===== config.mk =====
export PLATFORM = sky130hd
export DESIGN_NAME = merge_tree_scheduler
export DESIGN_NICKNAME = d
export VERILOG_FILES = /design/src/rtl/merge_tree_scheduler.sv
export SDC_FILE = /design/constraint.sdc
export NUM_CORES = 1
export LEC_CHECK = 0
export CAP_MARGIN = 20
export CORE_MARGIN = 1
export CORE_UTILIZATION = 49
export CTS_CLUSTER_DIAMETER = 200
export DETAILED_ROUTE_END_ITERATION = 10
export GPL_ROUTABILITY_DRIVEN = 0
export PLACE_DENSITY = 0.84
export SYNTH_ARGS = -nofsm -noshare
export SYNTH_HDL_FRONTEND = slang
export SYNTH_SLANG_ARGS = --single-unit

===== constraint.sdc =====
create_clock -name clk -period 5.3 [get_ports clk]
set_clock_uncertainty 0.2 [all_clocks]
set_input_delay 0.53 -clock clk [delete_from_list [all_inputs] [get_ports clk]]
set_output_delay 0.53 -clock clk [all_outputs]
set_load 0.01 [all_outputs]

===== src/rtl/merge_tree_scheduler.sv =====
// Collects one RIDS from every lookup source and launches them into a fixed-latency merge tree.
// Results are captured in a small FWFT FIFO; a credit counter bounds in-flight merges to FIFO room.
module merge_tree_scheduler #(
    parameter int NUM_RIDS      = 5,
    parameter int RIDS_WIDTH    = 32,
    parameter int MERGE_LATENCY = 12,
    parameter int FIFO_DEPTH    = 4,
    parameter int TAG_WIDTH     = 4
) (
    input  logic                           clk,
    input  logic                           reset,
    input  logic [NUM_RIDS-1:0]            in_valid,
    output logic [NUM_RIDS-1:0]            in_ready,
    input  logic [NUM_RIDS*RIDS_WIDTH-1:0] in_rids,
    output logic [NUM_RIDS*RIDS_WIDTH-1:0] tree_in,
    input  logic [RIDS_WIDTH-1:0]          tree_out,
    output logic                           out_valid,
    input  logic                           out_ready,
    output logic [RIDS_WIDTH-1:0]          out_rids,
    output logic [TAG_WIDTH-1:0]           out_tag,
    output logic                           busy
);

    localparam int PTR_W  = $clog2(FIFO_DEPTH);
    localparam int CRED_W = $clog2(FIFO_DEPTH + 1);

    typedef enum logic [1:0] {IDLE, COLLECT, STALL, DRAIN} state_t;

    state_t                           state;
    logic [NUM_RIDS-1:0]              held;
    logic [NUM_RIDS-1:0]              held_nxt;
    logic [NUM_RIDS-1:0]              xfer;
    logic [NUM_RIDS*RIDS_WIDTH-1:0]   hold_regs;
    logic [CRED_W-1:0]                credits;
    logic [CRED_W-1:0]                credits_nxt;
    logic [TAG_WIDTH-1:0]             tag_cnt;
    logic [MERGE_LATENCY-1:0]         pipe_valid;
    logic [MERGE_LATENCY-1:0]         pipe_valid_nxt;
    logic [TAG_WIDTH-1:0]             pipe_tag [MERGE_LATENCY];
    logic [RIDS_WIDTH-1:0]            fifo_rids [FIFO_DEPTH];
    logic [TAG_WIDTH-1:0]             fifo_tag [FIFO_DEPTH];
    logic [PTR_W:0]                   wr_ptr;
    logic [PTR_W:0]                   rd_ptr;
    logic [PTR_W:0]                   count;
    logic [PTR_W:0]                   count_nxt;
    logic                             issue;
    logic                             push;
    logic                             pop;
    logic                             fifo_full;

    // A source may refill its slot in the same cycle the current operand set launches.
    assign issue     = (&held) && (credits != '0);
    assign in_ready  = ~held | {NUM_RIDS{issue}};
    assign xfer      = in_valid & in_ready;
    assign held_nxt  = xfer | (held & ~{NUM_RIDS{issue}});
    assign tree_in   = hold_regs;

    assign push      = pipe_valid[MERGE_LATENCY-1];
    assign pop       = out_valid && out_ready;
    assign count     = wr_ptr - rd_ptr;
    assign out_valid = (count != '0);
    assign fifo_full = (count == (PTR_W+1)'(FIFO_DEPTH));
    assign out_rids  = fifo_rids[rd_ptr[PTR_W-1:0]];
    assign out_tag   = fifo_tag[rd_ptr[PTR_W-1:0]];
    assign busy      = (state != IDLE);

    assign pipe_valid_nxt = (pipe_valid << 1) | MERGE_LATENCY'(issue);
    assign count_nxt      = count + (PTR_W+1)'(push) - (PTR_W+1)'(pop);

    always_comb begin
        credits_nxt = credits;
        if (issue && !pop) begin
            credits_nxt = credits - CRED_W'(1);
        end else if (pop && !issue) begin
            credits_nxt = credits + CRED_W'(1);
        end
    end

    always_ff @(posedge clk) begin
        for (int i = 0; i < NUM_RIDS; i++) begin
            if (xfer[i]) begin
                hold_regs[i*RIDS_WIDTH +: RIDS_WIDTH] <= in_rids[i*RIDS_WIDTH +: RIDS_WIDTH];
            end
        end
        pipe_tag[0] <= tag_cnt;
        for (int k = 1; k < MERGE_LATENCY; k++) begin
            pipe_tag[k] <= pipe_tag[k-1];
        end
        if (push) begin
            fifo_rids[wr_ptr[PTR_W-1:0]] <= tree_out;
            fifo_tag[wr_ptr[PTR_W-1:0]]  <= pipe_tag[MERGE_LATENCY-1];
        end
    end

    // Clearing the valid pipe on reset is what makes late tree_out values harmless.
    always_ff @(posedge clk) begin
        if (!reset) begin
            held       <= '0;
            credits    <= CRED_W'(FIFO_DEPTH);
            tag_cnt    <= '0;
            pipe_valid <= '0;
            wr_ptr     <= '0;
            rd_ptr     <= '0;
        end else begin
            held       <= held_nxt;
            credits    <= credits_nxt;
            pipe_valid <= pipe_valid_nxt;
            if (issue) begin
                tag_cnt <= tag_cnt + TAG_WIDTH'(1);
            end
            if (push) begin
                wr_ptr <= wr_ptr + (PTR_W+1)'(1);
            end
            if (pop) begin
                rd_ptr <= rd_ptr + (PTR_W+1)'(1);
            end
        end
    end

    always_ff @(posedge clk) begin
        if (!reset) begin
            state <= IDLE;
        end else if (held_nxt == '0) begin
            state <= ((|pipe_valid_nxt) || (count_nxt != '0)) ? DRAIN : IDLE;
        end else if ((&held_nxt) && (credits_nxt == '0)) begin
            state <= STALL;
        end else begin
            state <= COLLECT;
        end
    end

    assert property (@(posedge clk) disable iff (!reset) !(push && fifo_full));

endmodule


# --- Word level (Yosys, flattened, before mapping) ---
# Memory sizes are Yosys's and may differ from the RTL's. A register that Yosys moved wholly into a read port is not among the register bits.
# Cells that the tools add are included.
# Widths: inputs -> output; s select.
classes:
  add_sub_neg: 8
  multipliers: 0
  div: 0
  magnitude_cmp: 0
  eq_ne: 0
  shift: 0
  muxes: 11
  n_bitwise: 7
  n_reduce_logical: 17
op_table:
  columns: ["op", "count"]
  rows:
  - ["$mux 2", 7]
  - ["$or 12x1->12", 1]
  - ["$reduce_or 12->1", 1]
  - ["$and 5x5->5", 2]
  - ["$not 5->5", 2]
  - ["$or 5x5->5", 2]
  - ["$reduce_and 5->1", 2]
  - ["$add 3x1->3 const B", 3]
  - ["$reduce_bool 3->1", 3]
  - ["$mux 3", 2]
  - ["$logic_and 1x1->1", 5]
  - ["$logic_not 5->1", 1]
  - ["$add 4x1->4 const B", 1]
  - ["$add 3x1->3", 1]
  - ["$logic_not 3->1", 1]
  - ["$sub 3x1->3", 1]
  - ["$sub 3x1->3 const B", 1]
  - ["$sub 3x3->3", 1]
  - ["$logic_not 1->1", 2]
  - ["$mux 1", 2]
  - ["$reduce_bool 2->1", 1]
  - ["$logic_or 1x1->1", 1]
word_totals:
  register_bits: 192
  latchBits: 0
  mem_bits_rw: 192
  mem_bits_ro: 0
  in_bits: 200
  word_cells: 58
  n_memories: 3
mem_list:
  columns: ["memory", "words", "width", "read_ports", "rd_ports_with_merged_regs", "write_ports", "line_no", "rtl"]
  rows:
  - ["fifo_rids", 4, 32, 1, 1, 1, "40", "logic [RIDS_WIDTH-1:0] fifo_rids [FIFO_DEPTH];"]
  - ["pipe_tag", 12, 4, 12, 0, 12, "39", "logic [TAG_WIDTH-1:0] pipe_tag [MERGE_LATENCY];"]
  - ["fifo_tag", 4, 4, 1, 1, 1, "41", "logic [TAG_WIDTH-1:0] fifo_tag [FIFO_DEPTH];"]

# --- Longest topological paths before layout ---
depth:
  depth_word: 10
  mapped_depth: 15
  depth_no_buf: 14

# --- Worst setup path before layout ---
# No wires, ideal clock.
synth_timing:
  path_kind: "register -> register"
  start: "register wr_ptr[0]"
  end: "register state[1]"
  setup_ns: 0.124
  t_arrival_ns: 3.233
  setup_slack_ns: 1.743
  path_stages_with_launch: 16
  n_path_buf: 1
  synth_period_minus_slack_ns: 3.557
  cell_sequence: "dfxtp_1 inv_1 ha_1 fa_1 xnor3_2 a31oi_4 buf_6 ha_1 inv_1 ha_1 fa_1 nor4_1 nand4_1 o31a_1 nand4_1 o41ai_2"
synth_between:
  elab_chain_cells: 10
  word_cells_on_any_way: 17
  classes_between: "add/sub: 3; mux: 5; reduce/logical: 9"
synth_lines:
  columns: ["element", "line_no", "rtl"]
  rows:
  - ["from (decl)", "42", "logic [PTR_W:0] wr_ptr;"]
  - ["from (signal assigned)", "112", "wr_ptr <= wr_ptr + (PTR_W+1)'(1);"]
  - ["$sub 3x3->3 (*)", "60", "assign count = wr_ptr - rd_ptr;"]
  - ["$reduce_bool 3->1 (*)", "61", "assign out_valid = (count != '0);"]
  - ["$logic_and 1x1->1 (*)", "59", "assign pop = out_valid && out_ready;"]
  - ["named net pop", "48", "logic pop;"]
  - ["branches (longest 6 deep; another with $sub 3x1->3)", null, null]
  - ["$mux 2 (*)", "123", "end else if (held_nxt == '0) begin"]
  - ["to (signal assigned)", "124", "state <= ((|pipe_valid_nxt) || (count_nxt != '0)) ? DRAIN : IDLE;"]
  - ["to (decl)", "29", "state_t state;"]
# Mark *: on every way through the listed nets, which the timed path passes.
# A chain may end at the register's enable or synchronous reset.

# --- Worst setup path in the final report ---
layout_timing:
  start: "register wr_ptr[0]"
  end: "register state[1]"
layout_between:
  elab_chain_cells: 10
  word_cells_on_any_way: 17
  classes_between: "add/sub: 3; mux: 5; reduce/logical: 9"
layout_lines:
  columns: ["element", "line_no"]
  rows:
  - ["$sub 3x3->3 (*)", "60"]
  - ["branches (longest 8 deep; another with $add 3x1->3)", null]
  - ["$mux 2 (*)", "123"]
# Every way passes the cells marked *.

==> impl_metrics.py <==
metrics = {
    "logic_synthesis": {
        "netlist_instances": 572,
        "synth-main-ff-cell": "edfxtp_1",
        "yosysWarnings": 0,
        "async_reset_ff_share_pct": 0,
        "ys_ff_latch": 386,
        "yosys.cell_types.count": 46,
        "synth_edf_count": 304,
        "ys_seq_area_share_pct": 85.3,
        "syn_nets": 786,
        "yosysTopAreaCellShare_pct": 72.3,
        "avgSynthCellArea_sq_um": 22.1,
        "synth.area.top_cells": "edfxtp_1 (72%), dfxtp_1 (13%), mux4_2 (6.4%), ha_1 (1.2%), and2_1 (0.84%)",
        "netlist_area_sq_um": 12600,
        "synth_top_area_cell": "edfxtp_1",
    },
    "timing": {
        "layout_setup_ws_ns": 1.39,
        "hold_violations": 0,
        "max_freq_mhz": 256,
        "maxSlewHeadroom_pct": 30.5,
        "rsz0062_at_grt": "no",
        "tns_ns": 0,
        "slew_viol_final": 0,
        "tightest_slew_ns": 1.04,
        "setup_viol": 0,
        "period_share_pct": 73.8,
        "period_minus_slack_ns": 3.91,
    },
    "grt": {
        "grt_usage_pct": 23.5,
        "antenna_found_initial": 3,
        "grt_overflow": 0,
        "grt_max_degree": 38,
        "grt_pass1_vias": 7264,
        "grt_pass1_wl_mm": 44.4,
    },
    "layout": {
        "drive_gt1_share_pct": 11.6,
        "multiInputGateArea_sq_um": 1780,
        "nFillCells": 1510,
        "nNetsFinal": 1221,
        "seq_area_sq_um": 10800,
        "area_growth_pct": 45.2,
    },
    "power": {
        "powerDensity_nw_per_um2": 388,
        "p_leak_nw": 6.32,
        "ir_drop_uv": 311,
    },
    "setup_path": {
        "critPathCaptureType": "register",
        "cp_num_cells": 14,
        "path_cells": "inv_1, ha_1, fa_1, xnor3_2, a31oi_4, ha_1, inv_1, ha_1, fa_1, nor4_1, nand4_1, o31a_1, nand4_1, o41ai_2",
        "start_kind": "register",
        "crit_top_cell": "ha_1",
        "r2r-start": "wr_ptr[0]",
        "cp_num_buf_inv": 2,
        "crit_path_top_delay_cell": "a31oi_4",
        "path_max_fanout": 14,
        "crit_type": "reg2reg",
        "cp.arrival_ns": 4.09,
        "cp.required_ns": 5.48,
        "reg2reg_depth": 14,
        "r2r-end": "state[1]",
        "slowest_delay_ns": 0.45,
        "reg2reg_setup_slack_ns": 1.39,
        "path_delay_family": "adder cells",
    },
    "run_status": {
        "run_status": "complete, no violations",
    },
    "placed_design": {
        "dp_hpwl_mm": 22.0,
        "numPortBuffers": 402,
        "dp_slack_ns": 1.39,
    },
    "die": {
        "num_io_pins": 403,
        "start_util_pct": 50.0,
        "die_area_sq_um": 26400,
        "core_sq_um": 25300,
        "fp-row-count": 58,
        "die_x_um": 162,
        "fp.dieH_um": 162,
    },
    "worst_hold_path": {
        "hold_class": "reg2reg",
        "hold_depth": 0,
        "holdPathEnd": "pipe_tag[0][15]",
        "hold_start": "pipe_tag[0][11]",
    },
    "detailed_routing": {
        "drc": 0,
        "vias": 6940,
        "met1Wirelength_mm": 10.6,
        "wire_per_inst_um": 22.7,
        "antenna_left": 0,
        "drtPass1Iterations": 4,
        "met2_length_mm": 16.0,
        "wl_mm": 31.1,
        "top_layer_used": "met4",
        "drt_iter0_drc": 385,
        "wl_met3_mm": 2.82,
        "viasPerCell": 5.07,
    },
    "clock_network": {
        "clk_pin_slew_worst_paths_ns": 0.06,
        "clockBufferDepth": 3,
        "htree_num_levels": 2,
        "cts_made_buffers": 38,
        "post_cts_resized": 0,
        "root_buffer": "clkbuf_16",
        "cts_setup_buffers": 0,
        "clkLatencyLatePin_ns": 0.51,
        "cts_tree": "built",
        "cts.sinks": 386,
        "cts_hold_buf": 0,
    },
    "run": {
        "cap_violations": 0,
    },
}
[routing by layer]
metal  vias up  global-route usage (%)
met5         -                       0
met3        82                    7.72
met2       321                    40.1
li1       3114                       -
met4         0                    13.4
met1      3423                    25.8
[synthesized netlist by cell type (2+ instances only)]
cell        n
edfxtp_1  304
dfxtp_1    82
mux4_2     36
nor2_1     22
and2_1     17
ha_1       12
inv_1      11
nand2_1    10
clkbuf_1    6
xnor2_1     6
nand4_1     5
mux2i_1     4
nor2b_1     4
nor3_1      4
nor4_1      4
xor2_1      4
a21oi_1     3
buf_2       3
o21ai_0     3
a21boi_2    2
and2_2      2
fa_1        2
nand3_1     2
o211ai_1    2
[through the flow]
| stage | total power (W) | std cells | hold slack [ns] | instance area, sq um | util, % |
|---|---|---|---|---|---|
| CTS | 0.00717 | 1365 | 0.118 | 18300 | 72.5 |
| global placement | 0.00448 | 1297 | 0.110 | 17100 | 67.6 |
| floorplan | 0.00396 | 572 | 0.110 | 12600 | - |
| global route | 0.00735 | 1367 | 0.126 | 18300 | 72.5 |
| detailed placement | 0.00451 | 1297 | 0.112 | 17100 | 67.6 |
| finish | 0.00710 | 1368 | 0.113 | 18300 | 72.6 |
[sequential cells by signal, indices dropped and copies added (netlist names), named ones only]
signal and count:
wr_ptr 3, pipe_tag 48, pipe_valid 12, fifo_tag 16
tree_in 160, fifo_rids 128, held 5, tag_cnt 4
state 2, credits 3, rd_ptr 3
[where the power goes]
group,leakage [nW],switching [W],total [W],internal [W]
clock,0.631,0.00108,0.00265,0.00158
combinational,2.21,0.000406,0.000995,0.000590
sequential,3.49,0.0000870,0.00345,0.00336
[area by class of cell]
| cell class | instances | area share, % |
|---|---|---|
| sequential | 386 | 58.8 |
| timing repair buffer | 406 | 22.1 |
| multi-input combinational | 163 | 9.70 |
| clock buffer | 58 | 6.37 |
| tap | 330 | 2.25 |
| clock inverter | 10 | 0.478 |
| inverter | 12 | 0.246 |
| antenna | 3 | 0.0410 |
[worst max-delay path by stage]
stage                    from       end
floorplan           wr_ptr[0]  state[1]
global placement    wr_ptr[0]  state[1]
detailed placement  wr_ptr[0]  state[1]
CTS                 wr_ptr[0]  state[1]
global route        wr_ptr[0]  state[0]
finish              wr_ptr[0]  state[1]
[cells by family (layout without fill, tap and decap cells)]
group                      count (synthesis)  in the layout  share of synthesized area [%]
AOI/OAI and AO/OA                         20             20                           1.40
xor gates and xnor gates                  11             11                          0.882
adders and majority gates                 15             15                           1.59
and+or+nand+nor                           77             77                           3.29
other                                      0              3                              0
buffers and inverters                     23            486                          0.773
muxes                                     40             40                           6.74
DFF                                      386            386                           85.3
[cell usage in the layout, fill, tap and decap left out, types with 5 or more instances in the layout]
| cell | instances |
|---|---|
| edfxtp_1 | 304 |
| clkbuf_1 | 6 |
| clkbuf_16 | 42 |
| and2_1 | 13 |
| nor2_1 | 22 |
| inv_1 | 11 |
| clkbuf_2 | 5 |
| nand2_1 | 10 |
| nand4_1 | 5 |
| clkdlybuf4s50_1 | 402 |
| and2_2 | 6 |
| mux4_2 | 36 |
| dfxtp_1 | 80 |
| xnor2_1 | 6 |
| ha_1 | 12 |
| clkbuf_8 | 5 |
(Power assumes the default switching activity.)
